File: config.mk
export PLATFORM = sky130hd
export DESIGN_NAME = ex_stage
export DESIGN_NICKNAME = d
export VERILOG_FILES = /design/src/rtl/ex_stage.sv
export SDC_FILE = /design/constraint.sdc
export NUM_CORES = 1
export LEC_CHECK = 0
export CORE_ASPECT_RATIO = 1.2
export CORE_UTILIZATION = 25
export CTS_CLUSTER_DIAMETER = 30
export CTS_CLUSTER_SIZE = 10
export DETAILED_ROUTE_END_ITERATION = 10
export GPL_TIMING_DRIVEN = 0
export PLACE_DENSITY = 0.53
export SYNTH_ARGS = -nofsm -noshare
export SYNTH_HDL_FRONTEND = slang
export SYNTH_SLANG_ARGS = --single-unit
File: constraint.sdc
create_clock -name clk -period 5.45 [get_ports clk]
set_input_delay 1.635 -clock clk [delete_from_list [all_inputs] [get_ports clk]]
set_output_delay 1.635 -clock clk [all_outputs]
set_load 0.02 [all_outputs]
File: src/rtl/ex_stage.sv
// ---------------------------------------------------------------------------
// ex_stage -- execute stage of the 5-stage MIPS pipeline.
//
// Picks operands (regfile / M-forward / W-forward), evaluates the ALU and
// owns the E/M pipeline register. With EX_MUL_EN defined, ALU op 11 (MUL)
// is an iterative multiply. It holds E for MUL_CYCLES cycles through busy_E
// and then retires the latched product into M. Without EX_MUL_EN, op 11 is a
// single-cycle op that returns 0 and busy_E is tied low.
//
// Optional feature macro: EX_MUL_EN
//
// Parameters:
//   MUL_CYCLES     cycles busy_E stays high for one multiply (>= 1)
//
// Ports:
//   clk, reset          clock, synchronous active-high reset
//   hazard_data[5:0]    {forwardA[1:0], forwardB[1:0], stallE, flushM}
//   valid_E             instruction present in E
//   rs_data_E/rt_data_E regfile operand values
//   imm_E               extended immediate
//   alu_src_E           1: operand B = imm_E
//   alu_op_E[3:0]       ALU operation
//   write_reg_E, reg_write_E, mem_to_reg_E, mem_write_E   E controls
//   alu_result_M_fwd    M-stage result for forwarding
//   result_W            W-stage writeback value for forwarding
//   busy_E              multiply occupying E (ORed into stalls upstream)
//   valid_M, alu_result_M, write_data_M, write_reg_M,
//   reg_write_M, mem_to_reg_M, mem_write_M   registered E/M outputs
//   mul_state_dbg[1:0]  multiply FSM state (0 IDLE, 1 BUSY, 2 DONE;
//                       always 0 without EX_MUL_EN)
//
// Forward selects: 00 regfile, 01 result_W, 10 alu_result_M_fwd,
// 11 falls back to regfile.
// ---------------------------------------------------------------------------
module ex_stage #(
  parameter int MUL_CYCLES = 4
) (
  input  logic        clk,
  input  logic        reset,
  input  logic [5:0]  hazard_data,
  input  logic        valid_E,
  input  logic [31:0] rs_data_E,
  input  logic [31:0] rt_data_E,
  input  logic [31:0] imm_E,
  input  logic        alu_src_E,
  input  logic [3:0]  alu_op_E,
  input  logic [4:0]  write_reg_E,
  input  logic        reg_write_E,
  input  logic        mem_to_reg_E,
  input  logic        mem_write_E,
  input  logic [31:0] alu_result_M_fwd,
  input  logic [31:0] result_W,
  output logic        busy_E,
  output logic        valid_M,
  output logic [31:0] alu_result_M,
  output logic [31:0] write_data_M,
  output logic [4:0]  write_reg_M,
  output logic        reg_write_M,
  output logic        mem_to_reg_M,
  output logic        mem_write_M,
  output logic [1:0]  mul_state_dbg
);

  localparam logic [3:0] OP_ADD  = 4'd0;
  localparam logic [3:0] OP_SUB  = 4'd1;
  localparam logic [3:0] OP_AND  = 4'd2;
  localparam logic [3:0] OP_OR   = 4'd3;
  localparam logic [3:0] OP_XOR  = 4'd4;
  localparam logic [3:0] OP_SLT  = 4'd5;
  localparam logic [3:0] OP_SLTU = 4'd6;
  localparam logic [3:0] OP_SLL  = 4'd7;
  localparam logic [3:0] OP_SRL  = 4'd8;
  localparam logic [3:0] OP_SRA  = 4'd9;
  localparam logic [3:0] OP_LUI  = 4'd10;
  localparam logic [3:0] OP_MUL  = 4'd11;

  logic [1:0] forward_a;
  logic [1:0] forward_b;
  logic       stall_e;
  logic       flush_m;

  assign forward_a = hazard_data[5:4];
  assign forward_b = hazard_data[3:2];
  assign stall_e   = hazard_data[1];
  assign flush_m   = hazard_data[0];

  // ---------------- operand selection ----------------
  logic [31:0] src_a;
  logic [31:0] fwd_b;
  logic [31:0] src_b;

  always_comb begin
    src_a = rs_data_E;
    case (forward_a)
      2'b01:   src_a = result_W;
      2'b10:   src_a = alu_result_M_fwd;
      default: src_a = rs_data_E;
    endcase
  end

  always_comb begin
    fwd_b = rt_data_E;
    case (forward_b)
      2'b01:   fwd_b = result_W;
      2'b10:   fwd_b = alu_result_M_fwd;
      default: fwd_b = rt_data_E;
    endcase
  end

  assign src_b = alu_src_E ? imm_E : fwd_b;

  // ---------------- single-cycle ALU ----------------
  // MUL is not evaluated here: with the multiplier enabled the product comes
  // from the latched operands, otherwise op 11 is defined to return 0.
  logic [31:0] alu_y;

  always_comb begin
    alu_y = '0;
    case (alu_op_E)
      OP_ADD:  alu_y = src_a + src_b;
      OP_SUB:  alu_y = src_a - src_b;
      OP_AND:  alu_y = src_a & src_b;
      OP_OR:   alu_y = src_a | src_b;
      OP_XOR:  alu_y = src_a ^ src_b;
      OP_SLT:  alu_y = {31'd0, ($signed(src_a) < $signed(src_b))};
      OP_SLTU: alu_y = {31'd0, (src_a < src_b)};
      OP_SLL:  alu_y = src_a << src_b[4:0];
      OP_SRL:  alu_y = src_a >> src_b[4:0];
      OP_SRA:  alu_y = $unsigned($signed(src_a) >>> src_b[4:0]);
      OP_LUI:  alu_y = {src_b[15:0], 16'd0};
      default: alu_y = '0;
    endcase
  end

  // ---------------- multiply sequencer ----------------
  logic        mul_bubble;   // E holds a multiply that is not finished yet
  logic        mul_done;     // E holds a finished multiply; retire it
  logic [31:0] mul_product;

`ifdef EX_MUL_EN
  typedef enum logic [1:0] {
    MUL_IDLE = 2'd0,
    MUL_BUSY = 2'd1,
    MUL_DONE = 2'd2
  } mul_state_t;

  // BUSY runs MUL_CYCLES-1 cycles after the IDLE start cycle, so the counter
  // is loaded with MUL_CYCLES-2 and DONE is entered once it reaches zero.
  localparam int CW = (MUL_CYCLES > 2) ? $clog2(MUL_CYCLES - 1) : 1;
  localparam logic [CW-1:0] CNT_LOAD = (MUL_CYCLES > 1) ? CW'(MUL_CYCLES - 2) : '0;

  mul_state_t  state_q;
  mul_state_t  state_d;
  logic [CW-1:0] cnt_q;
  logic [31:0] mul_a_q;
  logic [31:0] mul_b_q;
  logic        mul_in_e;

  assign mul_in_e = valid_E && (alu_op_E == OP_MUL);

  // state register
  always_ff @(posedge clk) begin
    if (reset) begin
      state_q <= MUL_IDLE;
    end else begin
      state_q <= state_d;
    end
  end

  // counter and operand latches
  always_ff @(posedge clk) begin
    if (reset) begin
      cnt_q   <= '0;
      mul_a_q <= '0;
      mul_b_q <= '0;
    end else if (state_q == MUL_IDLE && mul_in_e) begin
      cnt_q   <= CNT_LOAD;
      mul_a_q <= src_a;
      mul_b_q <= src_b;
    end else if (state_q == MUL_BUSY && cnt_q != '0) begin
      cnt_q <= cnt_q - CW'(1);
    end
  end

  // next-state logic
  always_comb begin
    state_d = state_q;
    case (state_q)
      MUL_IDLE: if (mul_in_e) state_d = (MUL_CYCLES > 1) ? MUL_BUSY : MUL_DONE;
      MUL_BUSY: if (cnt_q == '0) state_d = MUL_DONE;
      MUL_DONE: state_d = stall_e ? MUL_DONE : MUL_IDLE;
      default:  state_d = MUL_IDLE;
    endcase
  end

  // output logic
  always_comb begin
    busy_E     = (state_q == MUL_BUSY) || (state_q == MUL_IDLE && mul_in_e);
    mul_bubble = busy_E;
    mul_done   = (state_q == MUL_DONE);
  end

  assign mul_product   = mul_a_q * mul_b_q;
  assign mul_state_dbg = state_q;
`else
  assign busy_E        = 1'b0;
  assign mul_bubble    = 1'b0;
  assign mul_done      = 1'b0;
  assign mul_product   = '0;
  assign mul_state_dbg = 2'd0;
`endif

  // ---------------- E/M pipeline register ----------------
  // Priority: reset, flushM bubble, unfinished-multiply bubble, stallE hold,
  // capture. Controls are qualified by valid_E; data fields are not.
  always_ff @(posedge clk) begin
    if (reset || flush_m || mul_bubble) begin
      valid_M      <= 1'b0;
      alu_result_M <= '0;
      write_data_M <= '0;
      write_reg_M  <= '0;
      reg_write_M  <= 1'b0;
      mem_to_reg_M <= 1'b0;
      mem_write_M  <= 1'b0;
    end else if (!stall_e) begin
      valid_M      <= valid_E;
      alu_result_M <= mul_done ? mul_product : alu_y;
      write_data_M <= fwd_b;
      write_reg_M  <= write_reg_E;
      reg_write_M  <= reg_write_E  && valid_E;
      mem_to_reg_M <= mem_to_reg_E && valid_E;
      mem_write_M  <= mem_write_E  && valid_E;
    end
  end

endmodule

==> After elaboration in Yosys (flattened, before gate mapping) <==
Cells that the tools add are included.
Widths: inputs -> output; s select.
{ "totals": {"input_bits": 182, "register_bits": 73, "wordCells": 40} }
{ "op_classes": {"bitwise_logic": 3, "n_addsub": 2, "magnitude_cmp": 2, "reduce_logical": 5, "muxes": 4, "eq_ne": 14, "shift": 3} }
{ "op_table": {"columns": ["cell", "n"], "rows": [
  ["$pmux 32 s11", 1],
  ["$pmux 32 s2", 2],
  ["$lt 32x32->1", 2],
  ["$add 32x32->32", 1],
  ["$and 32x32->32", 1],
  ["$mux 32", 1],
  ["$or 32x32->32", 1],
  ["$shl 32x5->32", 1],
  ["$shr 32x5->32", 1],
  ["$sshr 32x5->32", 1],
  ["$sub 32x32->32", 1],
  ["$xor 32x32->32", 1],
  ["$eq 4x3->1 const B", 4],
  ["$eq 4x4->1 const B", 3],
  ["$eq 4x2->1 const B", 2],
  ["$eq 2x1->1 const B", 2],
  ["$eq 2x2->1 const B", 2],
  ["$eq 4x1->1 const B", 1],
  ["$logic_not 4->1", 1],
  ["$logic_and 1x1->1", 3],
  ["$logic_or 1x1->1", 1]
]} }

==> Depth between registers and ports, before layout <==
{ "logic_depth": {"depth_word": 5, "depth_mapped": 21, "ltp_nobuf": 17} }

==> Worst setup path after synthesis <==
Ideal clock, no wire load.
{ "synth_timing": {"path_kind": "in2reg", "start": "input hazard_data[2]", "end": "register alu_result_M[29]", "t_required_ps": 5319, "n_path_buf": 4, "arrival_time_ps": 5545, "path_slack_ps": -226, "path_stages": 20, "path_cell_list": "inv_1 > ha_1 > clkbuf_1 > a221o_1 > o21ai_0 > o21a_1 > buf_2 > inv_1 > clkbuf_1 > clkbuf_1 > ha_1 > or4b_2 > o21ai_0 > a211oi_1 > a41oi_1 > o2111ai_1 > a31o_2 > a21oi_1 > mux2i_1 > a22oi_1"} }
{ "synth_via": {"elab_chain_cells": 5} }
{ "synth_rtl": {"columns": ["element", "line_no", "source"], "rows": [
  ["from (decl)", "40", "input logic [5:0] hazard_data,"],
  ["$eq 2x2->1 / $eq 2x1->1 (equally long branches)", "103", "case (forward_b)"],
  ["$pmux 32 s2 (*)", "103", null],
  ["$mux 32 (*)", "110", "assign src_b = alu_src_E ? imm_E : fwd_b;"],
  ["$sub 32x32->32, or another cell as far along", "121", "OP_SUB: alu_y = src_a - src_b;"],
  ["$pmux 32 s11 (*)", "119", "case (alu_op_E)"],
  ["to (signal assigned)", "227", "alu_result_M <= mul_done ? mul_product : alu_y;"],
  ["to (decl)", "55", "output logic [31:0] alu_result_M,"]
]} }
Every way passes the cells marked *; elsewhere a longest branch is shown, timed or not.
A chain may end at the register's enable or synchronous reset.

==> Final worst setup path <==
{ "layout_timing": {"start": "input hazard_data[2]", "end": "register alu_result_M[26]"} }
The elaborated chain is that of the path after synthesis.

==> flow_summary.yaml <==
placed_design:
  numPortBuffers: 252
  gp_congestion: 1.05
  place_area_sq_um: 16300
  preCtsSetupSlack_ns: -2.59
  dp_hpwl_mm: 74.0
power_and_ir_drop:
  vdd_drop_max_mv: 0.167
  total_power_mw: 4.46
  p_per_area_nw_per_um2: 239
  power.leakage_nw: 7.36
synth:
  ys_types: 83
  synth_edf_count: 0
  synth.avg_cell_area_sq_um: 6.90
  synth_top_area_share: 0.120
  ys.flop_type: "dfxtp_1"
  netlist_instances: 1862
  async_reset_ff_frac: 0
  synth_seq_cells: 73
  ys_seq_area_frac: 0.114
  synthTopCellsByArea: "mux2i_1 12%, dfxtp_1 11%, ha_1 9.8%"
  synthesis.area_sq_um: 12900
  synth_top_area_cell: "mux2i_1"
  yosys_warnings: 0
layout:
  area_growth_syn_to_layout_pct: 45.4
  mostFrequentLayoutCells: "246 x clkdlybuf4s50_1, 193 x nor2_1, 157 x a21oi_1"
  nets: 2485
  drive_gt1_frac: 0.168
  final_area_sq_um: 18700
  final_common_cell: "clkdlybuf4s50_1"
  fill_cells: 5345
global_route:
  antenna_found_initial: 0
  track_usage: 0.350
  grt_start_max_net_pins: 17
  grt_overflow: 0
  grt_pass1_wl_mm: 131
  grt_pass1_vias: 17300
worst_setup_path:
  crit_slowest_cell: "a32oi_1"
  cpPeakStageDelay_ns: 0.66
  required_ns: 5.71
  path_delay_family: "compound AO/OA/AOI/OAI gates"
  path_cells: "buf_4, inv_4, ha_4, buf_8, inv_1, clkbuf_8, clkbuf_16, buf_4, o21ai_0, o21ai_0, ha_1, clkbuf_1, inv_1, o22ai_1, a221oi_2, o211ai_1, a32oi_1, o31ai_1"
  worstSetupEndpointType: "register"
  startpoint_type: "primary input"
  crit_arrival_ns: 5.76
  worstPathBufferInverterCount: 9
  critical_path_class: "in2reg"
  crit_fanout: 8
routing:
  initialDrtViolationCount: 2078
  drcViolationCount: 0
  routed_wl_mm: 94.0
  via_per_inst: 6.25
  avgRoutedWirePerCell_um: 33.0
  route.vias.total: 17800
  drtAntennaViolNets: 0
  firstDrtPassIters: 6
clock_tree:
  cts.sinks: 73
  cts_tree: "done"
  cts_hold_buf: 0
  insertion_delay_ns: 0.41
  numCtsBuffers: 9
  cts_max_level: 3
  clockBufferDepth: 2
  cts_root_buffer: "clkbuf_16"
  path_clk_slew_ns: 0.09
status:
  violations: "negative setup slack"
  status: "complete, but fails checks"
sta:
  setup_viol: 2
  drv_slew: 0
  min_period_ns: 5.50
  fin_ws_ns: -0.0521
  rsz0062_at_grt: "yes"
  slew_headroom: 0.0522
  fmax_ghz: 0.182
  final-hold-violation-count: 0
  min_period_over_period: 1.01
  worstMarginPinSlew_ns: 1.41
  fin_skew_ns: 0
floorplanning:
  chipHeight_um: 250
  fp-row-count: 90
  die_w_um: 209
  initial_utilization: 0.254
  core_sq_um: 50600
  die-area_sq_um: 52300
  io-pin-count: 258
hold_path:
  hold_class: "reg2reg"
job:
  max_cap_viol_count: 0
worst reg2reg max path: cells and delay by family (launching register included):
kind            cells  cell delay (ns)
compound gates      6             1.49
flops               1             0.36
power breakdown:
group          total (mW)  switching (mW)  internal (mW)
sequential          0.567          0.0161          0.551
combinational        3.19            2.03           1.15
clock               0.707           0.383          0.324
total                4.46            2.43           2.03
per-layer routing:
| layer | GRT usage | routed length, um |
|---|---|---|
| met5 | 0 | 0 |
| met4 | 0.241 | 7220 |
| met3 | 0.0690 | 8590 |
| met2 | 0.552 | 41200 |
| met1 | 0.428 | 37000 |
sequential cells by signal, summed over array words and instances (netlist names):
signal / flops
mem_to_reg_M: 1
write_reg_M: 5
alu_result_M: 32
valid_M: 1
reg_write_M: 1
mem_write_M: 1
write_data_M: 32
cell families (layout without fill, tap and decap cells):
kind of cell / count (synthesis) / after routing / share of synthesized area
AOI/OAI and AO/OA: 732 / 732 / 0.378
and+or+nand+nor: 512 / 512 / 0.179
buffers and inverters: 260 / 601 / 0.0849
muxes: 166 / 166 / 0.133
adders and majority gates: 103 / 103 / 0.101
DFF: 73 / 73 / 0.114
xor gates and xnor gates: 15 / 15 / 0.0102
other: 1 / 4 / 0.000292
timing repair:
action,in CTS,in global routing
gates resized for setup,349,89
pin swaps,47,33
setup endpoints to repair,32,24
setup buffers,58,26
final timing paths:
kind / start / end / slack (ns) / depth (start not counted)
worst min-delay path: alu_result_M[7]$_SDFFE_PP0N_ / alu_result_M[7]$_SDFFE_PP0N_ / 0.46 / 2
worst min register to register: alu_result_M[7]$_SDFFE_PP0N_ / alu_result_M[7]$_SDFFE_PP0N_ / 0.46 / 2
worst max register to register: alu_result_M[23]$_SDFFE_PP0N_ / alu_result_M[23]$_SDFFE_PP0N_ / 3.44 / 6
worst max-delay path: hazard_data[2] / alu_result_M[26]$_SDFFE_PP0N_ / -0.05 / 18
final cells by class:
type / count / area, sq um / share of cell area
Buffer: 149 / 1150 / 0.0615
Multi-Input combinational cell: 1531 / 11400 / 0.610
Timing Repair Buffer: 336 / 3170 / 0.170
Antenna cell: 1 / 2.50 / 0.000134
Clock inverter: 7 / 71.3 / 0.00382
Clock buffer: 9 / 225 / 0.0120
Tap cell: 644 / 806 / 0.0431
Sequential cell: 73 / 1460 / 0.0782
Inverter: 100 / 402 / 0.0215
Yosys cell counts, types with 11 or more instances:
master,count
nor2_1,196
nand2_1,139
a31oi_1,11
o211ai_1,31
buf_1,19
nor3_1,48
or3_1,13
o21ai_1,28
a221oi_1,21
xnor2_1,11
nor2b_1,22
a221o_1,56
nand3_1,28
a21oi_1,164
a211oi_1,32
a21o_1,20
o31ai_1,21
nand2b_1,15
mux2i_1,154
dfxtp_1,73
o22ai_1,32
inv_1,95
o21ai_0,166
a22oi_1,43
clkbuf_1,101
ha_1,101
buf_2,24
through the flow:
stage / setup TNS (ns) / hold WS, ns / instances / utilization
final: -0.0525 / 0.462 / 2850 / 0.370
after global routing: -0.257 / 0.505 / 2849 / 0.370
after CTS: 0 / 0.467 / 2828 / 0.361
after detailed placement: -63.57 / 0.455 / 2761 / 0.321
after global placement: -63.98 / 0.448 / 2760 / 0.321
after floorplan: -0.0267 / 0.528 / 1864 / -
(Power assumes the default switching activity.)
